--- src/rtl/multicycle_control_unit_if.sv ---
// Control/datapath bundle for the multicycle control unit: instruction fields and
// memory/ALU status in, datapath strobes, mux selects and fault flags out.
interface multicycle_control_unit_if #(
  parameter int ALUOP_W = 4
);
  logic [5:0]         OpCode;
  logic [5:0]         Funct;
  logic               Zero;
  logic               MemReady;
  logic               PCWrite;
  logic               IRWrite;
  logic               IorD;
  logic               MemRdEn;
  logic               MemWrEn;
  logic               RegWrEn;
  logic [1:0]         RegDst;
  logic [1:0]         MemtoReg;
  logic [1:0]         ALUSrcA;
  logic [1:0]         ALUSrcB;
  logic [1:0]         PCSrc;
  logic [ALUOP_W-1:0] ALUOp;
  logic               InvalidInst;
  logic               MemFault;
  logic [2:0]         State;

  modport master (
    input  OpCode, Funct, Zero, MemReady,
    output PCWrite, IRWrite, IorD, MemRdEn, MemWrEn, RegWrEn,
    output RegDst, MemtoReg, ALUSrcA, ALUSrcB, PCSrc, ALUOp,
    output InvalidInst, MemFault, State
  );

  modport slave (
    output OpCode, Funct, Zero, MemReady,
    input  PCWrite, IRWrite, IorD, MemRdEn, MemWrEn, RegWrEn,
    input  RegDst, MemtoReg, ALUSrcA, ALUSrcB, PCSrc, ALUOp,
    input  InvalidInst, MemFault, State
  );
endinterface

--- src/rtl/multicycle_control_unit.sv ---
// Multicycle MIPS-style control FSM with memory wait timeout and sticky fault flags.
// state  | meaning
// FETCH  | read instruction, PC+4; waits on MemReady
// DECODE | branch target into ALUOut, legality check
// EXEC   | ALU op / branch / jump
// MEM    | lw/sw data access; waits on MemReady
// WB     | register file write
// FAULT  | absorbing until reset
module multicycle_control_unit #(
  parameter int ALUOP_W    = 4,
  parameter int WAIT_LIMIT = 8
) (
  input logic                       clk,
  input logic                       reset,
  multicycle_control_unit_if.master bus
);

  localparam int WAIT_W = $clog2(WAIT_LIMIT + 1);

  localparam logic [5:0] OP_R    = 6'h00;
  localparam logic [5:0] OP_J    = 6'h02;
  localparam logic [5:0] OP_JAL  = 6'h03;
  localparam logic [5:0] OP_BEQ  = 6'h04;
  localparam logic [5:0] OP_BNE  = 6'h05;
  localparam logic [5:0] OP_ADDI = 6'h08;
  localparam logic [5:0] OP_SLTI = 6'h0A;
  localparam logic [5:0] OP_ANDI = 6'h0C;
  localparam logic [5:0] OP_ORI  = 6'h0D;
  localparam logic [5:0] OP_XORI = 6'h0E;
  localparam logic [5:0] OP_LW   = 6'h23;
  localparam logic [5:0] OP_SW   = 6'h2B;
  localparam logic [5:0] FN_SLL  = 6'h00;
  localparam logic [5:0] FN_SRL  = 6'h02;
  localparam logic [5:0] FN_JR   = 6'h08;

  localparam logic [ALUOP_W-1:0] ALU_ADD = ALUOP_W'(4'd0);
  localparam logic [ALUOP_W-1:0] ALU_SUB = ALUOP_W'(4'd1);
  localparam logic [ALUOP_W-1:0] ALU_NOP = ALUOP_W'(4'hF);

  typedef enum logic [2:0] {
    S_FETCH  = 3'd0,
    S_DECODE = 3'd1,
    S_EXEC   = 3'd2,
    S_MEM    = 3'd3,
    S_WB     = 3'd4,
    S_FAULT  = 3'd7
  } state_t;

  function automatic logic [3:0] r_aluop(input logic [5:0] fn);
    case (fn)
      6'h20:   r_aluop = 4'd0;
      6'h22:   r_aluop = 4'd1;
      6'h24:   r_aluop = 4'd2;
      6'h25:   r_aluop = 4'd3;
      6'h2A:   r_aluop = 4'd4;
      6'h26:   r_aluop = 4'd5;
      6'h27:   r_aluop = 4'd6;
      6'h00:   r_aluop = 4'd7;
      6'h02:   r_aluop = 4'd8;
      6'h29:   r_aluop = 4'd9;
      default: r_aluop = 4'hF;
    endcase
  endfunction

  function automatic logic [3:0] i_aluop(input logic [5:0] op);
    case (op)
      OP_ADDI, OP_LW, OP_SW: i_aluop = 4'd0;
      OP_ANDI:               i_aluop = 4'd2;
      OP_ORI:                i_aluop = 4'd3;
      OP_SLTI:               i_aluop = 4'd4;
      OP_XORI:               i_aluop = 4'd5;
      default:               i_aluop = 4'hF;
    endcase
  endfunction

  state_t              state_q, state_d;
  logic [WAIT_W-1:0]   wait_q, wait_d;
  logic                inv_q, inv_d;
  logic                mflt_q, mflt_d;

  logic                pc_write, ir_write, iord, mem_rd, mem_wr, reg_wr;
  logic [1:0]          reg_dst, mem_to_reg, src_a, src_b, pc_src;
  logic [ALUOP_W-1:0]  alu_op;

  logic is_r, is_jr, is_shift, is_imm, is_lw, is_sw, is_br, is_jmp, legal;
  logic wait_expired;

  assign is_r     = (bus.OpCode == OP_R);
  assign is_jr    = is_r && (bus.Funct == FN_JR);
  assign is_shift = is_r && ((bus.Funct == FN_SLL) || (bus.Funct == FN_SRL));
  assign is_imm   = (bus.OpCode == OP_ADDI) || (bus.OpCode == OP_ANDI) || (bus.OpCode == OP_ORI) ||
                    (bus.OpCode == OP_XORI) || (bus.OpCode == OP_SLTI);
  assign is_lw    = (bus.OpCode == OP_LW);
  assign is_sw    = (bus.OpCode == OP_SW);
  assign is_br    = (bus.OpCode == OP_BEQ) || (bus.OpCode == OP_BNE);
  assign is_jmp   = (bus.OpCode == OP_J) || (bus.OpCode == OP_JAL);
  assign legal    = (is_r && (is_jr || (r_aluop(bus.Funct) != 4'hF))) ||
                    is_imm || is_lw || is_sw || is_br || is_jmp;
  // Counter equal to the limit with MemReady still low means the access has timed out.
  assign wait_expired = (wait_q == WAIT_W'(WAIT_LIMIT));

  always_comb begin
    state_d    = state_q;
    wait_d     = '0;
    inv_d      = inv_q;
    mflt_d     = mflt_q;
    pc_write   = 1'b0;
    ir_write   = 1'b0;
    iord       = 1'b0;
    mem_rd     = 1'b0;
    mem_wr     = 1'b0;
    reg_wr     = 1'b0;
    reg_dst    = 2'd0;
    mem_to_reg = 2'd0;
    src_a      = 2'd0;
    src_b      = 2'd0;
    pc_src     = 2'd0;
    alu_op     = ALU_NOP;
    case (state_q)
      S_FETCH: begin
        mem_rd = 1'b1;
        src_b  = 2'd1;
        alu_op = ALU_ADD;
        if (bus.MemReady) begin
          ir_write = 1'b1;
          pc_write = 1'b1;
          state_d  = S_DECODE;
        end else if (wait_expired) begin
          state_d = S_FAULT;
          mflt_d  = 1'b1;
        end else begin
          wait_d = wait_q + WAIT_W'(1);
        end
      end
      S_DECODE: begin
        src_b  = 2'd3;
        alu_op = ALU_ADD;
        if (legal) begin
          state_d = S_EXEC;
        end else begin
          state_d = S_FAULT;
          inv_d   = 1'b1;
        end
      end
      S_EXEC: begin
        state_d = S_FETCH;
        if (is_jr) begin
          pc_src   = 2'd3;
          pc_write = 1'b1;
        end else if (is_r) begin
          src_a   = is_shift ? 2'd2 : 2'd1;
          alu_op  = ALUOP_W'(r_aluop(bus.Funct));
          state_d = S_WB;
        end else if (is_imm || is_lw || is_sw) begin
          src_a   = 2'd1;
          src_b   = 2'd2;
          alu_op  = ALUOP_W'(i_aluop(bus.OpCode));
          state_d = (is_lw || is_sw) ? S_MEM : S_WB;
        end else if (is_br) begin
          src_a    = 2'd1;
          alu_op   = ALU_SUB;
          pc_src   = 2'd1;
          pc_write = (bus.OpCode == OP_BEQ) ? bus.Zero : !bus.Zero;
        end else if (is_jmp) begin
          pc_src   = 2'd2;
          pc_write = 1'b1;
          if (bus.OpCode == OP_JAL) begin
            reg_wr     = 1'b1;
            reg_dst    = 2'd2;
            mem_to_reg = 2'd2;
          end
        end
      end
      S_MEM: begin
        iord   = 1'b1;
        mem_rd = is_lw;
        mem_wr = is_sw;
        if (bus.MemReady) begin
          state_d = is_lw ? S_WB : S_FETCH;
        end else if (wait_expired) begin
          state_d = S_FAULT;
          mflt_d  = 1'b1;
        end else begin
          wait_d = wait_q + WAIT_W'(1);
        end
      end
      S_WB: begin
        reg_wr     = 1'b1;
        reg_dst    = is_r ? 2'd1 : 2'd0;
        mem_to_reg = is_lw ? 2'd1 : 2'd0;
        state_d    = S_FETCH;
      end
      S_FAULT: state_d = S_FAULT;
      default: state_d = S_FETCH;
    endcase
  end

  always_ff @(posedge clk or posedge reset) begin
    if (reset) begin
      state_q <= S_FETCH;
      wait_q  <= '0;
      inv_q   <= 1'b0;
      mflt_q  <= 1'b0;
    end else begin
      state_q <= state_d;
      wait_q  <= wait_d;
      inv_q   <= inv_d;
      mflt_q  <= mflt_d;
    end
  end

  assign bus.PCWrite     = pc_write;
  assign bus.IRWrite     = ir_write;
  assign bus.IorD        = iord;
  assign bus.MemRdEn     = mem_rd;
  assign bus.MemWrEn     = mem_wr;
  assign bus.RegWrEn     = reg_wr;
  assign bus.RegDst      = reg_dst;
  assign bus.MemtoReg    = mem_to_reg;
  assign bus.ALUSrcA     = src_a;
  assign bus.ALUSrcB     = src_b;
  assign bus.PCSrc       = pc_src;
  assign bus.ALUOp       = alu_op;
  assign bus.InvalidInst = inv_q;
  assign bus.MemFault    = mflt_q;
  assign bus.State       = state_q;

endmodule

--- src/flat_wrapper.sv ---
// flat-port wrapper written by rule: the top's interface ports become plain ports
module multicycle_control_unit_flat 
#(
  parameter int ALUOP_W    = 4,
  parameter int WAIT_LIMIT = 8
)
  (clk, reset, bus_OpCode, bus_Funct, bus_Zero, bus_MemReady, bus_PCWrite, bus_IRWrite, bus_IorD, bus_MemRdEn, bus_MemWrEn, bus_RegWrEn, bus_RegDst, bus_MemtoReg, bus_ALUSrcA, bus_ALUSrcB, bus_PCSrc, bus_ALUOp, bus_InvalidInst, bus_MemFault, bus_State);
  multicycle_control_unit_if #(.ALUOP_W(ALUOP_W)) bus_i ();
  input logic clk;
  input logic reset;
  input wire logic [$bits(bus_i.OpCode)-1:0] bus_OpCode;
  input wire logic [$bits(bus_i.Funct)-1:0] bus_Funct;
  input wire logic [$bits(bus_i.Zero)-1:0] bus_Zero;
  input wire logic [$bits(bus_i.MemReady)-1:0] bus_MemReady;
  output wire logic [$bits(bus_i.PCWrite)-1:0] bus_PCWrite;
  output wire logic [$bits(bus_i.IRWrite)-1:0] bus_IRWrite;
  output wire logic [$bits(bus_i.IorD)-1:0] bus_IorD;
  output wire logic [$bits(bus_i.MemRdEn)-1:0] bus_MemRdEn;
  output wire logic [$bits(bus_i.MemWrEn)-1:0] bus_MemWrEn;
  output wire logic [$bits(bus_i.RegWrEn)-1:0] bus_RegWrEn;
  output wire logic [$bits(bus_i.RegDst)-1:0] bus_RegDst;
  output wire logic [$bits(bus_i.MemtoReg)-1:0] bus_MemtoReg;
  output wire logic [$bits(bus_i.ALUSrcA)-1:0] bus_ALUSrcA;
  output wire logic [$bits(bus_i.ALUSrcB)-1:0] bus_ALUSrcB;
  output wire logic [$bits(bus_i.PCSrc)-1:0] bus_PCSrc;
  output wire logic [$bits(bus_i.ALUOp)-1:0] bus_ALUOp;
  output wire logic [$bits(bus_i.InvalidInst)-1:0] bus_InvalidInst;
  output wire logic [$bits(bus_i.MemFault)-1:0] bus_MemFault;
  output wire logic [$bits(bus_i.State)-1:0] bus_State;
  assign bus_i.OpCode = bus_OpCode;
  assign bus_i.Funct = bus_Funct;
  assign bus_i.Zero = bus_Zero;
  assign bus_i.MemReady = bus_MemReady;
  assign bus_PCWrite = bus_i.PCWrite;
  assign bus_IRWrite = bus_i.IRWrite;
  assign bus_IorD = bus_i.IorD;
  assign bus_MemRdEn = bus_i.MemRdEn;
  assign bus_MemWrEn = bus_i.MemWrEn;
  assign bus_RegWrEn = bus_i.RegWrEn;
  assign bus_RegDst = bus_i.RegDst;
  assign bus_MemtoReg = bus_i.MemtoReg;
  assign bus_ALUSrcA = bus_i.ALUSrcA;
  assign bus_ALUSrcB = bus_i.ALUSrcB;
  assign bus_PCSrc = bus_i.PCSrc;
  assign bus_ALUOp = bus_i.ALUOp;
  assign bus_InvalidInst = bus_i.InvalidInst;
  assign bus_MemFault = bus_i.MemFault;
  assign bus_State = bus_i.State;
  multicycle_control_unit #(.ALUOP_W(ALUOP_W), .WAIT_LIMIT(WAIT_LIMIT)) u_core (.clk(clk), .reset(reset), .bus(bus_i));
endmodule
--- config.mk ---
export PLATFORM = sky130hd
export DESIGN_NAME = multicycle_control_unit_flat
export DESIGN_NICKNAME = d
export VERILOG_FILES = /design/src/rtl/multicycle_control_unit_if.sv /design/src/rtl/multicycle_control_unit.sv /design/src/flat_wrapper.sv
export SDC_FILE = /design/constraint.sdc
export NUM_CORES = 1
export LEC_CHECK = 0
export CAP_MARGIN = 20
export CORE_MARGIN = 4
export CORE_UTILIZATION = 45
export DETAILED_ROUTE_END_ITERATION = 10
export HOLD_SLACK_MARGIN = 0.05
export PLACE_DENSITY = 0.81
export SYNTH_ARGS = -nofsm -noshare
export SYNTH_HDL_FRONTEND = slang
export SYNTH_SLANG_ARGS = --single-unit
--- constraint.sdc ---
create_clock -name clk -period 2.1 [get_ports clk]
set_input_delay 0.315 -clock clk [delete_from_list [all_inputs] [get_ports clk]]
set_output_delay 0.315 -clock clk [all_outputs]
set_load 0.02 [all_outputs]
==> results.md, run 1 <==
- Ys Warns: 0
- Pwr Density: 789 mW/mm2
- Startpoint Class: input port
- Clock Skew: 0.00229 ns
- Commonest non-fill, non-tap cell in the layout: buf_4
- Worst reg2reg startpoint: u_core.bus.State[2]$_DFF_PP0_
- Sequential share of the synthesized area: approximately 20%
- H-tree depth: 1
- First-pass GRT wire length: between 6 and 7 mm
- Crit. Startpoint: bus_OpCode[5]
- Final WL: approximately 4.2 mm
- Post-Syn Instances: roughly 160
- CP peak stage delay: about 0.55 ns
- Starting DRT DRC Count: 56
- Multiplexer share of the synthesized area: between 1 and 1.5%
- M1 WL: between 1.5 and 2 mm
- Critical Path Fanout Max: 3
- RSZ-0062 raised after global routing: true
- Die Y: about 58 um
- Antenna Nets Post-Route: 0
- Violated checks: setup timing
- Initial antenna violation count: 0
- Tightest Pin Transition: approximately 0.38 ns
- Async SR Flop Fraction: 100%
- Critical Path End Type: primary output
- Clk root buf: clkbuf_4
- Layout cells sized above 1: approximately two fifths
- Initial Util: around half
- CTS tree: built
- Max-cap check violation count: 0
- Fin. Hold Viols: 0
- Avg Cell Area, Syn: 6.90 um2
- I/O Pins: between 40 and 50
- CTS Sinks: 9
- Adder-cell share of the synthesized area: between 2 and 2.5%
- Max-slew violations: 0
- Required time of the critical path: around 1.8 ns
- CTS clk-pin slew, worst paths: about 0.070 ns
- Largest family of logic cells by synthesized area: simple AND/OR/NAND/NOR gates
- CP dominant cell by count: buf_6
- Cell Area, Synth: around 0.0011 mm2
- Vias in the first global route: about 1,500
- Ant diodes: 0
- Final nets: between 200 and 300
- CP cell instances: buf_6, or4_4, nor4_4, o211ai_1, a311o_1, buf_6
- Total Routing Usage GR: approximately a quarter
- Die W: just under 60 um
- Dpl cells: approximately 260
- Sequential cell area: 226 um2
- DIE AREA: between 0.003 and 0.004 mm2
- RD Place Congestion: ~0.9
- DR WL/cell: between 15 and 20 um
- Crit-path slowest cell: or4_4
- Post-synthesis compound-gate area fraction: between 20 and 30%
- Non-filler cells, final: between 200 and 300
- Met3 WL post-DR: ~220 um
- Register bit total from synthesis: 9
- Multi-input logic area: between 800 and 900 um2
- Drt pass-1 iters: 4
- Worst vdd ir: a little over 0.7 mV
- Final worst path period share: 100%
- Congestion Overflow GR: 0
- Metal2 WL: around 2.1 mm
- Most frequent cells in the layout: buf_4, nor2_1, nand2_1, a21oi_1, dlygate4sd2_1
- Top FF cell, synth: dfrtp_1
- Simple-gate share of the synthesized area: a little under two fifths
- Via count: approximately 1,500
- Pre-CTS WS: -0.744 ns
- Port bufs: 40
- Top Layer Used: met4
- Crit path kind: in -> out
- Post-synth cell types: ~50
- Filler Cell Count: 148
- Leak: between 0.9 and 1 nW
- DP Wirelength: slightly above 3 mm
- Synthesized net count: around 180
- Worst setup margin: -0.00262 ns
- Cts bufs inserted: 3
- Min-delay worst type: in -> async
- # rows: 17
- Max Root-Sink Buffers: 2
- Core area: between 0.002 and 0.0025 mm2
- Clock latency on the worst-skew pair: around 0.28 ns
- Status: finished with violations
- Post-synth EDFFs: 0
- Fmax: between 400 and 500 MHz
- Finished Core Util: 82.5%
- Area Growth Syn to Fin: 68.4%
- Fin Setup TNS: -0.00262 ns
- Final count of negative-setup-slack endpoints: 1
- Worst Path Arrival: between 1.5 and 2 ns
- Largest net degree at the start of global routing: 16
- Final min period: around 2.1 ns
- DRC errors left: 0
- Hold WS: 0.283 ns
- Synth Area in XOR/XNOR: 2.34%
- Relative slew slack: roughly 74%
- DR vias/cell: 5.79
[through the flow]
| step | area (um2) | total power (W) |
|---|---|---|
| after global routing | 1890 | 0.00159 |
| after global placement | 1800 | 0.00134 |
| after CTS | 1850 | 0.00145 |
| after detailed placement | 1800 | 0.00136 |
| after floorplan | 1130 | 0.000857 |
| final | 1890 | 0.00150 |
[metal layers]
layer	vias up	global-route usage (%)
li1	742	-
met1	733	29.8
met2	58	45.5
met3	13	4.68
met4	0	10.6
met5	-	0
[worst paths after layout]
path | endpoint | slack (ns) | depth (start not counted)
worst max-delay path | bus_ALUOp[1] | -0.003 | 6
worst min-delay path | u_core.wait_q[0]$_DFF_PP0_ | 0.28 | 2
worst max register to register | u_core.bus.State[2]$_DFF_PP0_ | 0.42 | 5
worst min register to register | u_core.bus.InvalidInst$_DFFE_PP0P_ | 0.48 | 1
max in group asynchronous | u_core.bus.State[0]$_DFF_PP0_ | 1.54 | 2
min in group clk | u_core.bus.InvalidInst$_DFFE_PP0P_ | 0.48 | 1
[power by group]
group / internal, W / switching [W]
logic: 0.000454 / 0.000624
registers: 0.000214 / 0.0000561
clock network: 0.0000709 / 0.0000760
total: 0.000739 / 0.000757
[registers in the layout, indices dropped and copies added, names as in the netlist]
signal / count
u_core.bus.State: 3
u_core.bus.InvalidInst: 1
u_core.wait_q: 4
u_core.bus.MemFault: 1
[final cells by class]
type                            instances  share of cell area (%)
Inverter                                9                    1.78
Clock buffer                            3                    1.19
Multi-Input combinational cell        131                    46.6
Sequential cell                         9                    12.0
Timing Repair Buffer                   86                    36.3
Tap cell                               28                    1.85
Clock inverter                          1                   0.264
[critical path: cells and delay by family]
family / cells / cell delay [ns]
AOI/OAI and AO/OA: 2 / 0.48
buffers and inverters: 2 / 0.23
and+or+nand+nor: 2 / 0.77
[logic make-up after synthesis]
group | after synthesis
AO/OA/AOI/OAI | 48
XOR/XNOR | 3
adder cells (fa/ha/maj) | 2
buffers and inverters | 23
flip-flops | 9
multiplexers | 1
AND/OR/NAND/NOR | 77
[synthesized netlist by cell type (all sizes together) (2+ instances only)]
library cell / count / area share, %
a21o: 2 / 1.3
a21oi: 15 / 6.7
clkbuf: 12 / 4.0
buf: 2 / 1.7
a311o: 2 / 1.8
and3: 2 / 1.1
nor2: 22 / 7.3
xor2: 2 / 1.6
nand2b: 6 / 3.3
nor3: 7 / 3.1
inv: 9 / 3.0
o211ai: 5 / 3.3
nand2: 13 / 4.3
nand3b: 2 / 1.3
and2: 3 / 1.7
o21ai: 7 / 3.1
nor2b: 3 / 1.7
a211oi: 2 / 1.3
or2: 2 / 1.1
ha: 2 / 2.2
nor4: 6 / 4.7
dfrtp: 9 / 20
nand3: 4 / 1.8
[repair_timing]
action,CTS,global route
resized for setup,90,26
cloned,0,0
buffers inserted,4,2
pin swaps,13,12
hold buffers,0,0
setup endpoints to repair,20,14
endpoints found under the hold margin,0,0
(Power assumes the default switching activity.)
==> run 2: changes to the inputs <==
--- a/config.mk
+++ b/config.mk
@@ -5,7 +5,7 @@
 export SDC_FILE = /design/constraint.sdc
 export NUM_CORES = 1
 export LEC_CHECK = 0
-export CAP_MARGIN = 20
+export CORE_ASPECT_RATIO = 0.6
 export CORE_MARGIN = 4
 export CORE_UTILIZATION = 45
 export DETAILED_ROUTE_END_ITERATION = 10
==> run 2 against run 1 <==
Effect of this change: the flow still finishes with violations (setup timing); wire length grew 34%; critical path depth is 2 higher; via count is 19% higher; critical path type unchanged; critical endpoint is now bus_ALUOp[0]; worst hold slack better by 0.084 ns; utilization increased by 6.6 points; largest power group unchanged.
==> results.md, run 2 (synthesis gave the netlist of run 1 again) <==
- CP peak stage delay: between 0.5 and 0.6 ns
- Critical Path End Type: primary output
- Pre-CTS WS: -0.782 ns
- Fin Setup TNS: -0.0632 ns
- Met3 usage: under 10%
- Fin. Hold Viols: 0
- Crit-path slowest cell: or4_4
- Max Root-Sink Buffers: 2
- Min-delay worst type: in -> async
- Layout cells sized above 1: around two fifths
- RD Place Congestion: ~0.9
- Cts bufs inserted: 3
- Crit path max-delay family: simple AND/OR/NAND/NOR gates
- Largest net degree at the start of global routing: 12
- Port bufs: 40
- Max-slew violations: 0
- Final min period: approximately 2.2 ns
- Relative slew slack: between 60% and 70%
- Congestion Overflow GR: 0
- H-tree depth: 1
- Filler Cell Count: 104
- Worst setup margin: -0.0505 ns
- Final worst path period share: 102%
- Max-cap check violation count: 0
- Commonest non-fill, non-tap cell in the layout: buf_4
- Die Y: 46.7 um
- I/O Pins: 41
- DR WL/cell: slightly above 20 um
- Multi-input logic area: roughly 930 um2
- CP cell instances: buf_6, or4_4, nor4_4, inv_2, buf_6, nor4_4, nor3_2, buf_2
- Ant diodes: 0
- CTS clk-pin slew, worst paths: roughly 0.050 ns
- Hold_buf cts: 0
- Pwr Density: about 860 mW/mm2
- Critical Path Fanout Max: 3
- Area Growth Syn to Fin: 80.3%
- Required time of the critical path: about 1.8 ns
- Die W: 72.5 um
- Violated checks: setup timing
- Clk root buf: clkbuf_8
- Most frequent cells in the layout: buf_4, nor2_1, nand2_1
- Clock latency on the worst-skew pair: around 0.24 ns
- Clock Skew: just over 0.006 ns
- DP Wirelength: about 3.7 mm
- # rows: 13
- CTS tree: built
- Tightest Pin Transition: around 0.46 ns
- Vias in the first global route: around 1,800
- Startpoint Class: input port
- First-pass GRT wire length: 8.93 mm
- Bufs and invs on worst path: 4
- Final nets: 267
- Total Routing Usage GR: around a third
- Final count of negative-setup-slack endpoints: 2
- Hold WS: around 0.37 ns
- Sequential cell area: ~230 um2
- DIE AREA: 0.00339 mm2
- Grt met2 use: roughly three fifths
- Drt pass-1 iters: 5
- Antenna Nets Post-Route: 0
- DR vias/cell: 6.61
- Leak: roughly 0.94 nW
- Via count: about 1,800
- CTS Sinks: 9
- Initial Util: between 40% and 50%
- DRC errors left: 0
- Largest register FFs: 4
- Most crowded layer after global routing: met2
- Setup slack, reg-to-reg: around 0.08 ns
- Crit path kind: in -> out
- PnR Total Power: 0.00173 W
- Met1 Use GR: 43.9%
- Worst vdd ir: ~0.66 mV
- Initial antenna violation count: 0
- Worst Path Arrival: about 1.8 ns
- Status: finished with violations
- Fmax: 465 MHz
- Final WL: 5.69 mm
- Starting DRT DRC Count: a little under 200
- Register bank with the most flops: u_core.wait_q
- RSZ-0062 raised after global routing: true
- Core area: approximately 0.0023 mm2
-- run 2: repair_timing --
item | 4_1_cts | 5_1_grt
setup endpoints to repair | 19 | 16
setup buffers | 8 | 1
pin swaps | 8 | 6
gates resized for setup | 92 | 31
-- run 2: final timing paths --
kind                                                    start                            endpoint  cells past startpoint
max in group asynchronous                               reset       u_core.bus.State[0]$_DFF_PP0_                      2
max                                             bus_OpCode[3]                        bus_ALUOp[0]                      8
min reg2reg                u_core.bus.InvalidInst$_DFFE_PP0P_  u_core.bus.InvalidInst$_DFFE_PP0P_                      1
min                                                     reset       u_core.bus.State[2]$_DFF_PP0_                      2
min in group clk           u_core.bus.InvalidInst$_DFFE_PP0P_  u_core.bus.InvalidInst$_DFFE_PP0P_                      1
max reg2reg                     u_core.bus.State[1]$_DFF_PP0_       u_core.bus.State[2]$_DFF_PP0_                      7
-- run 2: layout make-up --
cell class                      instances  area share [%]
Clock buffer                            4            2.22
Multi-Input combinational cell        131            45.8
Timing Repair Buffer                   95            37.4
Sequential cell                         9            11.1
Inverter                                9            1.67
Tap cell                               30            1.85
-- run 2: layer usage --
metal,wire length (um),vias to the layer above
met1,2090,846
met3,828,43
met4,253,0
met2,2520,179
li1,-,769
met5,0,-
-- run 2: where the power goes --
| part | leakage (nW) | switching, W | internal, W |
|---|---|---|---|
| combinational | 0.802 | 0.000744 | 0.000536 |
| sequential | 0.115 | 0.0000379 | 0.000213 |
| clock | 0.0228 | 0.0000718 | 0.000133 |
-- run 2: stage by stage --
stage | area [um2] | utilization [%] | instances
3_5_place_dp | 1860 | 81.6 | 266
2_1_floorplan | 1130 | - | 163
4_1_cts | 2020 | 88.5 | 278
5_1_grt | 2030 | 89.1 | 278
6_report | 2030 | 89.1 | 278
3_3_place_gp | 1860 | 81.6 | 266
==> run 3: changes to the inputs <==
--- a/config.mk
+++ b/config.mk
@@ -8,6 +8,7 @@
 export CORE_ASPECT_RATIO = 0.6
 export CORE_MARGIN = 4
 export CORE_UTILIZATION = 45
+export CTS_CLUSTER_DIAMETER = 100
 export DETAILED_ROUTE_END_ITERATION = 10
 export HOLD_SLACK_MARGIN = 0.05
 export PLACE_DENSITY = 0.81
==> results of run 3 <==
The final DEF is identical to that of run 2; final timing and power are the same.
